<file path="config.mk">
export PLATFORM = sky130hd
export DESIGN_NAME = fpu_job_ctl
export DESIGN_NICKNAME = d
export VERILOG_FILES = /design/src/rtl/fpu_job_ctl.sv
export SDC_FILE = /design/constraint.sdc
export NUM_CORES = 1
export LEC_CHECK = 0
export BUFFER_PORTS_ARGS = -buffer_cell sky130_fd_sc_hd__buf_2
export CORE_MARGIN = 10
export CORE_UTILIZATION = 51
export CTS_CLUSTER_DIAMETER = 100
export CTS_CLUSTER_SIZE = 24
export DETAILED_ROUTE_END_ITERATION = 12
export PLACE_DENSITY = 0.78
export SYNTH_ARGS = -nofsm -noshare
export SYNTH_HDL_FRONTEND = slang
export SYNTH_SLANG_ARGS = --single-unit
export TNS_END_PERCENT = 1
</file>
<file path="constraint.sdc">
create_clock -name clk -period 7.5 [get_ports clk]
set_clock_uncertainty 0.2 [all_clocks]
set_input_delay 0.375 -clock clk [delete_from_list [all_inputs] [get_ports clk]]
set_output_delay 0.375 -clock clk [all_outputs]
set_load 0.01 [all_outputs]
</file>
<file path="src/rtl/fpu_job_ctl.sv">
// Job controller around the fpu core: gathers four operands from a word stream,
// pulses the core start, captures its result (or a watchdog error) and streams it out.
module fpu_job_ctl #(
  parameter int unsigned TIMEOUT = 64
) (
  input  logic        clk,
  input  logic        rst,
  input  logic [31:0] s_data,
  input  logic        s_valid,
  output logic        s_ready,
  output logic [31:0] fpu_a,
  output logic [31:0] fpu_b,
  output logic [31:0] fpu_c,
  output logic [31:0] fpu_d,
  output logic        fpu_en,
  input  logic        fpu_fi,
  input  logic [31:0] fpu_g,
  output logic [31:0] m_data,
  output logic        m_err,
  output logic        m_valid,
  input  logic        m_ready,
  output logic        busy
);

  typedef enum logic [2:0] {
    IDLE,
    LOAD,
    RUN,
    WAIT,
    OUT
  } state_t;

  state_t      state;
  state_t      state_nx;
  logic [1:0]  cnt;
  logic [15:0] tmo;
  logic        s_hs;
  logic        tmo_hit;

  assign s_hs    = s_valid & s_ready;
  assign tmo_hit = (tmo == 16'(TIMEOUT - 1));

  always_ff @(posedge clk or posedge rst) begin
    if (rst) state <= IDLE;
    else     state <= state_nx;
  end

  always_comb begin
    state_nx = state;
    case (state)
      IDLE: state_nx = LOAD;
      LOAD: if (s_hs && cnt == 2'd3) state_nx = RUN;
      RUN:  state_nx = WAIT;
      WAIT: if (fpu_fi || tmo_hit) state_nx = OUT;
      OUT:  if (m_ready) state_nx = LOAD;
      default: state_nx = IDLE;
    endcase
  end

  // Handshake outputs come straight from the registered state.
  always_comb begin
    s_ready = (state == LOAD);
    fpu_en  = (state == RUN);
    m_valid = (state == OUT);
    busy    = (state == RUN) || (state == WAIT) || (state == OUT);
  end

  always_ff @(posedge clk or posedge rst) begin
    if (rst) begin
      cnt    <= '0;
      tmo    <= '0;
      fpu_a  <= '0;
      fpu_b  <= '0;
      fpu_c  <= '0;
      fpu_d  <= '0;
      m_data <= '0;
      m_err  <= 1'b0;
    end else begin
      case (state)
        LOAD: begin
          if (s_hs) begin
            case (cnt)
              2'd0:    fpu_a <= s_data;
              2'd1:    fpu_b <= s_data;
              2'd2:    fpu_c <= s_data;
              default: fpu_d <= s_data;
            endcase
            cnt <= cnt + 2'd1;
          end
        end
        RUN: tmo <= '0;
        WAIT: begin
          tmo <= tmo + 16'd1;
          // A finish pulse in the same cycle as the timeout still yields a good result.
          if (fpu_fi) begin
            m_data <= fpu_g;
            m_err  <= 1'b0;
          end else if (tmo_hit) begin
            m_data <= '0;
            m_err  <= 1'b1;
          end
        end
        OUT: if (m_ready) m_err <= 1'b0;
        default: ;
      endcase
    end
  end

endmodule

</file>
* Yosys cells after proc, flatten, opt, wreduce, memory -nomap -nowiden
Index checks and enable logic that the tools add are counted.
Word-level totals: bits in registers 182, output and inout port bits 165, input bits 69
Cells by class: equality and inequality tests 12, reductions and logical operators 18, bitwise logic cells 2, add/subtract/negate cells 2, mux-type cells 11
Operators by type and width (count):
- 32-bit 2-to-1 mux | 2
- 16-bit one-hot mux with 2 select lines | 1
- 3-bit AND reduction | 6
- 16-bit by 1-bit adder with 16-bit output (second input constant) | 1
- 16-bit by 6-bit equality test with 1-bit output (second input constant) | 1
- 3-bit one-hot mux with 5 select lines | 1
- 3-bit 2-to-1 mux | 3
- 3-bit by 2-bit equality test with 1-bit output (second input constant) | 2
- 2-bit nonzero test | 3
- 2-bit equality test (second input constant) | 2
- 2-bit by 1-bit != test with 1-bit output (second input constant) | 2
- 2-bit AND reduction | 2
- 3-bit by 1-bit equality test with 1-bit output (second input constant) | 1
- 3-bit equality test (second input constant) | 1
- 3-bit logical NOT | 1
- 1-bit logical OR | 3
- 1-bit 2-to-1 mux | 3
- 3-bit != test (second input constant) | 1
- 3-bit OR reduction | 1
- 2-bit by 1-bit adder with 2-bit output (second input constant) | 1
- 2-bit by 1-bit equality test with 1-bit output (second input constant) | 1
- 2-bit logical NOT | 1
- 2-bit != test (second input constant) | 1
- 1-bit one-hot mux with 2 select lines | 1
- 3 further kinds | 3

* Depth between registers and ports, before layout
Gate-level depths: netlist of the first run.
depth in word-level cells 5, depth in mapped cells 7, mapped depth without buffers 5

* Worst setup path before layout of the first run
No wires, ideal clock.
path type flip-flop to flip-flop, start register state[2], end register fpu_d[10], required time 7.175 ns, buffers on the path 3, stages on the path, launching flop included 7, path slack 5.713 ns, arrival time 1.462 ns, setup time 0.125 ns, path through dfrtp_1 buf_2 and4bb_1 buf_4 nand2_4 buf_6 mux2_4
Between the ends: cells in the longest elaborated chain, start to end 3
Ends and longest elaborated chain:
- start: declaration | RTL line 33 | state_t state;
- start signal: assignment | RTL line 45 | else state <= state_nx;
- 3-bit by 1-bit equality test with 1-bit output * | RTL line 62, 79
- 1-bit bitwise AND | RTL line 40 | assign s_hs = s_valid & s_ready;
- 3-bit AND reduction (no line) *
- end signal: assignment | RTL line 86 | default: fpu_d <= s_data;
- end: declaration | RTL line 14 | output logic [31:0] fpu_d,
Every way passes the cells marked *; elsewhere a longest branch is shown, timed or not. A chain may end at the register's enable or synchronous reset.

* Final worst setup path of the first run
start register state[2], end output port fpu_en
Between the ends: cells in the longest elaborated chain, start to end 1
Ends and longest elaborated chain:
- 3-bit by 2-bit equality test with 1-bit output | RTL line 63 | fpu_en = (state == RUN);
- end: declaration | RTL line 15 | output logic fpu_en,
No other way between the ends.

==> flow_summary_export.csv, run 1 <==
group,metric,value,unit
outcome,status,"complete, no violations",
place,post_dp_cell_area,8470,sq um
grt,grt.met1_usage,0.239,
final_layout,multi_input_area,2480,sq um
sta,slew_headroom,0.207,
routing,first_pass_iters,4,
worst_setup_path,cp-endpoint,"fpu_en",
sta,period_share,0.385,
final_layout,finish.cell_count_without_fillers,952,
clock_network,cts_max_path_buffers,2,
worst_setup_path,setup.worst_path.class,"flop to primary output",
worst_setup_path,timing.critical_path.fanout_max,14,
grt,grt_pass1_wl,31.5,mm
worst_setup_path,reg2reg_setup_slack,4.77,ns
grt,grt_antenna_before_repair,1,
grt,global_route.usage.met3,0.0840,
yosys,synthXorXnorAreaFrac,0.00842,
yosys,synth_cells,476,
routing,routed-via-count,5081,
sta,final_hold_viols,0,
sta,period_minus_slack,2.89,ns
die,start_util,0.522,
worst_setup_path,timing.reg2reg.worst_path_depth,4,
grt,number_of_global_route_vias_before_repair,5682,
die,die_area,19500,sq um
worst_setup_path,r2r_end,"m_data[21]",
yosys,synth_area,7280,sq um
min_path,hold_path.startpoint,"s_data[13]",
final_layout,number_of_nets_in_the_finished_design,833,
clock_network,postCtsResizedCells,0,
pwr,irDropWorstVdd,0.000236,V
clock_network,tritoncts,"yes",
yosys,combinational_family_with_the_most_area_after_synthesis,"multiplexers",
place,global_placer_s_final_weighted_congestion,0.856,
grt,grt.met2_usage,0.328,
worst_setup_path,crit_path_start,"state[2]",
final_layout,final_design_area_no_fill,9630,sq um
place,dpl.cell_count,864,
yosys,synthesized_flop_and_latch_total,182,
clock_network,ctsRootBufferMaster,"sky130_fd_sc_hd__clkbuf_16",
sta,grt_setup_unrepaired,"no",
sta,worst_hold_slack,0.0187,ns
grt,track_usage,0.201,
pwr,power.density,424,nW/um^2
place,place.port_buffers,233,
die,chipWidth,139,um
final_layout,n_fill_cell,939,
sta,slew_violations,0,
yosys,ys_seq_area_frac,0.626,
yosys,post_synth_and_or_nand_nor_area_fraction,0.0493,
final_layout,most-common-layout-cells,"233 x sky130_fd_sc_hd__buf_2, 182 x sky130_fd_sc_hd__dfrtp_1, 108 x sky130_fd_sc_hd__mux2_1",
yosys,synth_compound_area_frac,0.0643,
yosys,share_of_synthesized_area_spent_on_multiplexers,0.210,
grt,grt-ovfl-total,0,
sta,setup-tns-final,0,ns
worst_setup_path,worst-endpoint-arrival,2.31,ns
routing,antenna_violating_nets_post_route,0,
place,dp_hpwl,13.1,mm
routing,via_per_inst,5.34,
final_layout,layout_commonest_cell,"sky130_fd_sc_hd__buf_2",
min_path,min_path_type,"primary input to flop",
final_layout,area_taken_by_flip_flops_and_latches,4550,sq um
yosys,number_of_nets_produced_by_synthesis,550,
yosys,post_synth.cell_area_avg,15.3,sq um
grt,globalRoute.busiestLayer,"met2",
pwr,power,4.08,mW
yosys,synth-adder-area-share,0.00859,
sta,timing.final.ws_setup,4.61,ns
run,max_cap_violations,0,
routing,detail_route.drc_violations,0,
clock_network,numCtsBuffers,17,
grt,pin_count_of_the_biggest_net_entering_global_routing,98,
clock_network,cts.sink_count,182,
final_layout,area.growth.synth_to_final,32.3,%
clock_network,htree_num_levels,4,
sta,worstMarginPinSlew,1.19,ns
clock_network,post_cts.repair.setup_buffers,0,
die,core.rowCount,43,
sta,fmaxAchievable,347,MHz
routing,drtIter0Drc,233,
yosys,synth_cell_types,44,
yosys,yosysWarningCount,0,
final_layout,antennaDiodeCount,0,
clock_network,cts.clk_slew.worst_paths,0.07,ns
routing,route.detailed.wl_per_inst,20.7,um
sta,setup_viol,0,
final_layout,final_core_util,0.691,
worst_setup_path,regToRegStartpoint,"state[2]",
place,detailedPlace.worstSlack,4.87,ns
clock_network,clk_latency,0.43,ns
final_layout,layout-drive-gt1-share,0.387,
worst_setup_path,cp-end-kind,"primary output",
worst_setup_path,cp-start-kind,"flop",
worst_setup_path,data_required_time_at_the_worst_endpoint,6.92,ns
pwr,total_leakage_power,4.88,nW
die,design.core.area,13900,sq um
die,io-pin-count,234,
die,die_h,139,um
routing,routed_wirelength,19.7,mm
## worst min-delay path by stage
stage                     end  cells past startpoint
CTS                 fpu_a[27]                      2
global placement    fpu_a[21]                      1
finish              fpu_a[13]                      2
detailed placement  fpu_c[18]                      1
floorplan            state[2]                      1
global route        fpu_c[27]                      2
## layer usage
metal / up-vias / wire (um)
li1: 2271 / -
met1: 2540 / 8220
met2: 245 / 9250
met3: 23 / 1940
met4: 2 / 270
met5: - / 13
## Yosys cell counts, drive strengths merged
cell type,instances,area share
nor4,5,0.0072
o22ai,1,0.00086
dfrtp,182,0.63
nor4b,2,0.0033
nand3b,1,0.0010
and4bb,1,0.0017
a31oi,3,0.0026
nand3,2,0.0014
nor3,4,0.0028
nand4,2,0.0017
buf,24,0.028
nor3b,1,0.0010
o21ai,12,0.0083
a41o,3,0.0041
nand2,17,0.013
a21oi,6,0.0041
a31o,2,0.0024
mux2,129,0.21
a311oi,1,0.0012
nand2b,2,0.0017
and2,1,0.00086
ha,5,0.0086
or3,1,0.00086
o31ai,1,0.0010
nand4b,1,0.0033
nor2,14,0.0076
and3,2,0.0017
o221ai,1,0.0012
xnor2,7,0.0084
inv,9,0.0046
a22o,32,0.039
clkbuf,2,0.0010
## sequential cells by signal, summed over array words and instances, names as in the netlist
register  flops
cnt           2
fpu_a        32
fpu_b        32
fpu_c        32
fpu_d        32
m_data       32
m_err         1
state         3
tmo          16
## final cells by class
cell class,instances,area share
sequential,182,0.473
multi-input combinational,259,0.257
timing repair buffer,290,0.180
clock buffer,18,0.0456
tap,180,0.0234
clock inverter,14,0.0168
inverter,9,0.00403
## critical path: stages, from the launching register on
cell and delay, ns:
sky130_fd_sc_hd__dfrtp_1 0.48, sky130_fd_sc_hd__nand2b_1 0.39, sky130_fd_sc_hd__nor2_1 0.73, sky130_fd_sc_hd__buf_2 0.27
## power breakdown
group	leakage, nW	switching, mW	internal [mW]
logic	2.37	0.762	0.709
registers	2.23	0.277	1.43
clock network	0.285	0.390	0.508
total	4.88	1.43	2.65
## cell families after synthesis
| kind of cell | count (synthesis) |
|---|---|
| muxes | 129 |
| buffers and inverters | 35 |
| xor gates and xnor gates | 7 |
| DFF | 182 |
| AOI/OAI and AO/OA | 62 |
| and+or+nand+nor | 56 |
| adders and majority gates | 5 |
## what timing repair did
item | CTS | global route
hold endpoints to repair | 174 | 0
setup endpoints to repair | 0 | 0
hold buffers | 56 | 0
Note: power is estimated with default switching activity, not from simulation.
==> run 2, diff against run 1 <==
Clock period 7.5 ns to 2.9 ns, I/O delays scaled along.
==> run 2 against run 1 <==
Effect of this change:
- cell area increased by 0.95%
- critical path type is now flop to flop
- worst hold slack improved by 0.21 ns
- critical endpoint is now fpu_d[31]
- non-clock buffer count increased by 15
- clock power increased by 130%
- sequential power increased to 2.6 times the previous value
==> flow_summary_export.csv, run 2 (synthesized netlist as in run 1, its figures left out) <==
group,metric,value,unit
die,design.core.area,13900,sq um
clock_network,htree_num_levels,4,
sta,slew_violations,0,
place,dpl.cell_count,867,
final_layout,antennaDiodeCount,0,
clock_network,numCtsBuffers,17,
sta,period_minus_slack,2.41,ns
grt,track_usage,0.197,
routing,routed-via-count,5239,
final_layout,number_of_nets_in_the_finished_design,848,
clock_network,clk_latency,0.42,ns
final_layout,n_fill_cell,899,
place,detailedPlace.worstSlack,0.481,ns
die,core.rowCount,43,
outcome,status,"complete, no violations",
place,place.port_buffers,233,
sta,worstMarginPinSlew,0.619,ns
worst_setup_path,worst-endpoint-arrival,2.51,ns
final_layout,most-common-layout-cells,"233 x sky130_fd_sc_hd__buf_2, 182 x sky130_fd_sc_hd__dfrtp_1, 108 x sky130_fd_sc_hd__mux2_1",
clock_network,cts.sink_count,182,
worst_setup_path,cp-end-kind,"flop",
clock_network,cts_max_path_buffers,2,
routing,antenna_violating_nets_post_route,0,
sta,timing.final.ws_setup,0.492,ns
sta,slew_headroom,0.586,
final_layout,layout-drive-gt1-share,0.379,
sta,fmaxAchievable,415,MHz
clock_network,ctsRootBufferMaster,"sky130_fd_sc_hd__clkbuf_16",
worst_setup_path,timing.critical_path.fanout_max,33,
worst_setup_path,reg2reg_setup_slack,0.49,ns
grt,grt.met1_usage,0.232,
pwr,total_leakage_power,4.92,nW
routing,drtIter0Drc,239,
sta,final_hold_viols,0,
place,dp_hpwl,13.3,mm
worst_setup_path,data_required_time_at_the_worst_endpoint,3.00,ns
worst_setup_path,setup.worst_path.class,"flop to flop",
routing,routed_wirelength,19.6,mm
clock_network,cts.clk_slew.worst_paths,0.07,ns
routing,via_per_inst,5.42,
sta,worst_hold_slack,0.224,ns
pwr,power.density,1060,nW/um^2
die,die_h,139,um
grt,grt-ovfl-total,0,
grt,globalRoute.busiestLayer,"met2",
routing,route.detailed.wl_per_inst,20.3,um
clock_network,tritoncts,"yes",
grt,number_of_global_route_vias_before_repair,5655,
final_layout,area.growth.synth_to_final,33.6,%
worst_setup_path,timing.reg2reg.worst_path_depth,3,
pwr,irDropWorstVdd,0.000555,V
grt,global_route.usage.met3,0.0871,
clock_network,post_cts.repair.setup_buffers,0,
final_layout,finish.cell_count_without_fillers,966,
sta,period_share,0.830,
min_path,min_path_type,"primary input to asynchronous set/reset pin",
die,chipWidth,139,um
worst_setup_path,regToRegStartpoint,"state[0]",
worst_setup_path,r2r_end,"fpu_d[31]",
final_layout,layout_commonest_cell,"sky130_fd_sc_hd__buf_2",
final_layout,final_core_util,0.698,
grt,grt_antenna_before_repair,0,
die,start_util,0.522,
run,max_cap_violations,0,
die,die_area,19500,sq um
sta,setup_viol,0,
sta,grt_setup_unrepaired,"no",
worst_setup_path,cp-start-kind,"flop",
sta,setup-tns-final,0,ns
place,global_placer_s_final_weighted_congestion,0.874,
routing,first_pass_iters,4,
grt,pin_count_of_the_biggest_net_entering_global_routing,92,
routing,detail_route.drc_violations,0,
grt,grt_pass1_wl,31.0,mm
grt,grt.met2_usage,0.313,
die,io-pin-count,234,
==> run 2: cell count changes in the layout (fill, tap and decap cells not counted) <==
cell                            delta
sky130_fd_sc_hd__clkinvlp_4        +2
sky130_fd_sc_hd__dlygate4sd3_1    +12
sky130_fd_sc_hd__inv_6             -6
sky130_fd_sc_hd__clkbuf_1          +3
sky130_fd_sc_hd__buf_4             +1
sky130_fd_sc_hd__buf_12            +2
sky130_fd_sc_hd__clkinv_2          +2
sky130_fd_sc_hd__bufinv_16         -2
==> run 2: cell type report <==
type                       count  area, sq um  share of cell area
inverter                       9         37.5             0.00386
multi-input combinational    259         2480               0.255
clock buffer                  21          450              0.0463
clock inverter                10         75.1             0.00772
sequential                   182         4550               0.468
timing repair buffer         305         1900               0.196
tap                          180          225              0.0232
==> run 2: worst max-delay path by stage <==
stage,slack (ns),depth (start not counted),startpoint,endpoint
finish,0.49,3,state[0],fpu_d[31]
global route,0.38,4,state[1],m_data[6]
CTS,0.49,3,state[0],fpu_d[31]
detailed placement,0.48,3,state[0],fpu_d[31]
global placement,0.60,3,state[0],fpu_d[31]
floorplan,0.22,1,rst,cnt[0]
==> run 2: timing repair <==
item,4_1_cts,5_1_grt
hold endpoints to repair,346,0
gates resized for setup,0,0
hold buffers,68,0
==> run 2: per-layer routing <==
metal	up-vias	wire, um
li1	2312	-
met1	2649	8100
met2	250	9220
met3	28	1910
met4	0	380
met5	-	0
==> run 2: power breakdown <==
part	leakage [nW]	switching (mW)	internal [mW]
Sequential	2.23	0.700	3.71
Combinational	2.44	2.01	1.86
Clock	0.246	0.949	1.12
Total	4.92	3.66	6.69
==> run 2: critical path: stages, from the launching register on <==
cell and delay (ns):
sky130_fd_sc_hd__dfrtp_1 0.58, sky130_fd_sc_hd__and4bb_1 0.58, sky130_fd_sc_hd__nand2_4 0.43, sky130_fd_sc_hd__mux2_1 0.46
==> run 2: stage by stage <==
stage               power, mW  instance area, sq um
floorplan                6.51                  7280
global placement         8.03                  8520
detailed placement       8.25                  8520
CTS                      10.4                  9720
global route             10.9                  9720
finish                   10.3                  9720
==> run 3, diff against run 2 <==
Settings changed: CORE_UTILIZATION 51 to 46, PLACE_DENSITY 0.78 to 0.74.
Clock period 2.9 ns to 2.1 ns, I/O delays scaled along.
==> run 3 against run 2 <==
Effect of this change:
- non-clock buffer count is 16 higher
- core utilization is 4.8 points lower
- first-iteration DRC count is 3.3% lower
- register-to-register slack worse by 0.36 ns
- critical path depth is 2 higher
- sequential power is 36% higher
- clock power is 45% higher
- combinational power is 43% higher
- setup slack worse by 0.36 ns
- die area is 9.3% higher
==> flow_summary_export.csv, run 3 (synthesized netlist as in run 1, its figures left out) <==
group,metric,value,unit
place,dp_hpwl,13.9,mm
worst_setup_path,critical-path-slowest-cell,"sky130_fd_sc_hd__nor4_1",
pwr,netSwitchingPower,5.21,mW
grt,grt-ovfl-total,0,
sta,setup_viol,0,
routing,routed_wirelength,20.2,mm
sta,timing.final.ws_setup,0.134,ns
grt,pin_count_of_the_biggest_net_entering_global_routing,36,
pwr,power.density,1460,nW/um^2
die,chipWidth,146,um
clock_network,cts.clk_slew.worst_paths,0.07,ns
run,max_cap_violations,0,
sta,final_hold_viols,0,
worst_setup_path,critical-path-top-delay-family,"simple AND/OR/NAND/NOR gates",
worst_setup_path,worst-path-buf-inv,1,
sta,grt_setup_unrepaired,"no",
worst_setup_path,timing.critical_path.fanout_max,33,
sta,period_share,0.936,
pwr,seqPwrFrac,0.414,
clock_network,cts.sink_count,182,
clock_network,tritoncts,"yes",
final_layout,layout_commonest_cell,"sky130_fd_sc_hd__buf_2",
clock_network,post_cts.repair.setup_buffers,0,
grt,grt_pass1_wl,32.2,mm
die,core.rowCount,45,
clock_network,ctsRootBufferMaster,"sky130_fd_sc_hd__clkbuf_16",
routing,first_pass_iters,5,
grt,number_of_global_route_vias_before_repair,5667,
worst_setup_path,cp-start-kind,"flop",
sta,setup-tns-final,0,ns
grt,grt_antenna_before_repair,3,
worst_setup_path,worst-endpoint-arrival,2.08,ns
worst_setup_path,worstPathCellList,"nor4_1, a41o_1, nand2_2, buf_12, a22o_1",
routing,detail_route.drc_violations,0,
routing,routed-via-count,5229,
routing,via_per_inst,5.14,
final_layout,area.growth.synth_to_final,37.2,%
final_layout,most-common-layout-cells,"233 x sky130_fd_sc_hd__buf_2, 182 x sky130_fd_sc_hd__dfrtp_1, 108 x sky130_fd_sc_hd__mux2_1",
clock_network,numCtsBuffers,17,
outcome,status,"complete, no violations",
pwr,irDropWorstVdd,0.000700,V
pwr,sw_share,0.358,
pwr,p_clk_frac,0.206,
place,global_placer_s_final_weighted_congestion,0.810,
sta,fmaxAchievable,509,MHz
pwr,total_leakage_power,5.02,nW
die,start_util,0.474,
worst_setup_path,crit_path_max_incr_delay,0.46,ns
die,design.core.area,15400,sq um
final_layout,number_of_nets_in_the_finished_design,864,
sta,slew_headroom,0.525,
pwr,power_frac_comb,0.380,
min_path,min_path_type,"primary input to asynchronous set/reset pin",
clock_network,cts_max_path_buffers,2,
routing,drtIter0Drc,231,
sta,period_minus_slack,1.97,ns
die,die_h,146,um
grt,track_usage,0.187,
worst_setup_path,data_required_time_at_the_worst_endpoint,2.21,ns
clock_network,clk_latency,0.42,ns
die,io-pin-count,234,
worst_setup_path,cp-end-kind,"flop",
die,die_area,21300,sq um
routing,antenna_violating_nets_post_route,0,
worst_setup_path,setup.worst_path.class,"flop to flop",
pwr,p_int,9.33,mW
routing,route.detailed.wl_per_inst,19.9,um
sta,slew_violations,0,
clock_network,htree_num_levels,4,
final_layout,layout-drive-gt1-share,0.399,
place,detailedPlace.worstSlack,0.0695,ns
place,place.port_buffers,233,
sta,worstMarginPinSlew,0.711,ns
sta,worst_hold_slack,0.143,ns
[run 3: cell count changes in the layout (fill, tap and decap cells not counted), sizes merged]
cell / change
clkbuf: -3
diode: +3
buf: +16
clkinvlp: +1
inv: +3
[run 3: cell type report]
class	instances	area (sq um)
tap	211	264
clock inverter	14	120
clock buffer	18	429
fill	1131	5390
timing repair buffer	321	2070
multi-input combinational	259	2500
antenna	3	7.51
inverter	9	37.5
sequential	182	4550
[run 3: worst paths after layout]
check | slack, ns | startpoint | to | cells past startpoint
max | 0.13 | tmo[12] | m_data[15] | 5
min | 0.14 | rst | m_err | 3
max reg2reg | 0.13 | tmo[12] | m_data[15] | 5
min reg2reg | 0.29 | fpu_c[30] | fpu_c[30] | 1
max in group asynchronous | 0.91 | rst | fpu_d[3] | 4
min in group clk | 0.24 | fpu_g[22] | m_data[22] | 3
[run 3: worst register-to-register path, cell delays in order (launching register included)]
cell and delay [ns]:
sky130_fd_sc_hd__dfrtp_1 0.44, sky130_fd_sc_hd__nor4_1 0.46, sky130_fd_sc_hd__a41o_1 0.30, sky130_fd_sc_hd__nand2_2 0.09, sky130_fd_sc_hd__buf_12 0.18, sky130_fd_sc_hd__a22o_1 0.21
[run 3: power by group through the flow]
stage          logic, mW  registers [mW]  clock network, mW
6_report            5.52            6.01               3.00
5_1_grt             5.99            6.19               3.20
4_1_cts             5.58            5.99               3.04
3_5_place_dp        5.47            6.04                  0
3_3_place_gp        5.27            5.96                  0
2_1_floorplan       2.30            6.69                  0
[run 3: timing repair]
| item | CTS | global route |
|---|---|---|
| setup endpoints to repair | 1 | 33 |
| hold endpoints to repair | 180 | 0 |
| gates cloned | 0 | 0 |
| resized for setup | 1 | 4 |
| hold buffers | 68 | 0 |
[run 3: metal layers]
metal	GRT usage	part of all wire	vias to the layer above	wire length, um
li1	-	-	2351	-
met3	0.0506	0.064	38	1290
met2	0.318	0.50	203	10200
met4	0.0779	0.029	0	593
met1	0.218	0.40	2637	8140
met5	0	0	-	0
[run 3: stage by stage]
step,instance area [sq um],power (mW),cells,utilization
floorplan,7280,8.99,476,-
global placement,8730,11.2,914,0.568
detailed placement,8730,11.5,914,0.568
CTS,9960,14.6,1014,0.648
global route,9980,15.4,1017,0.650
finish,9980,14.5,1017,0.650
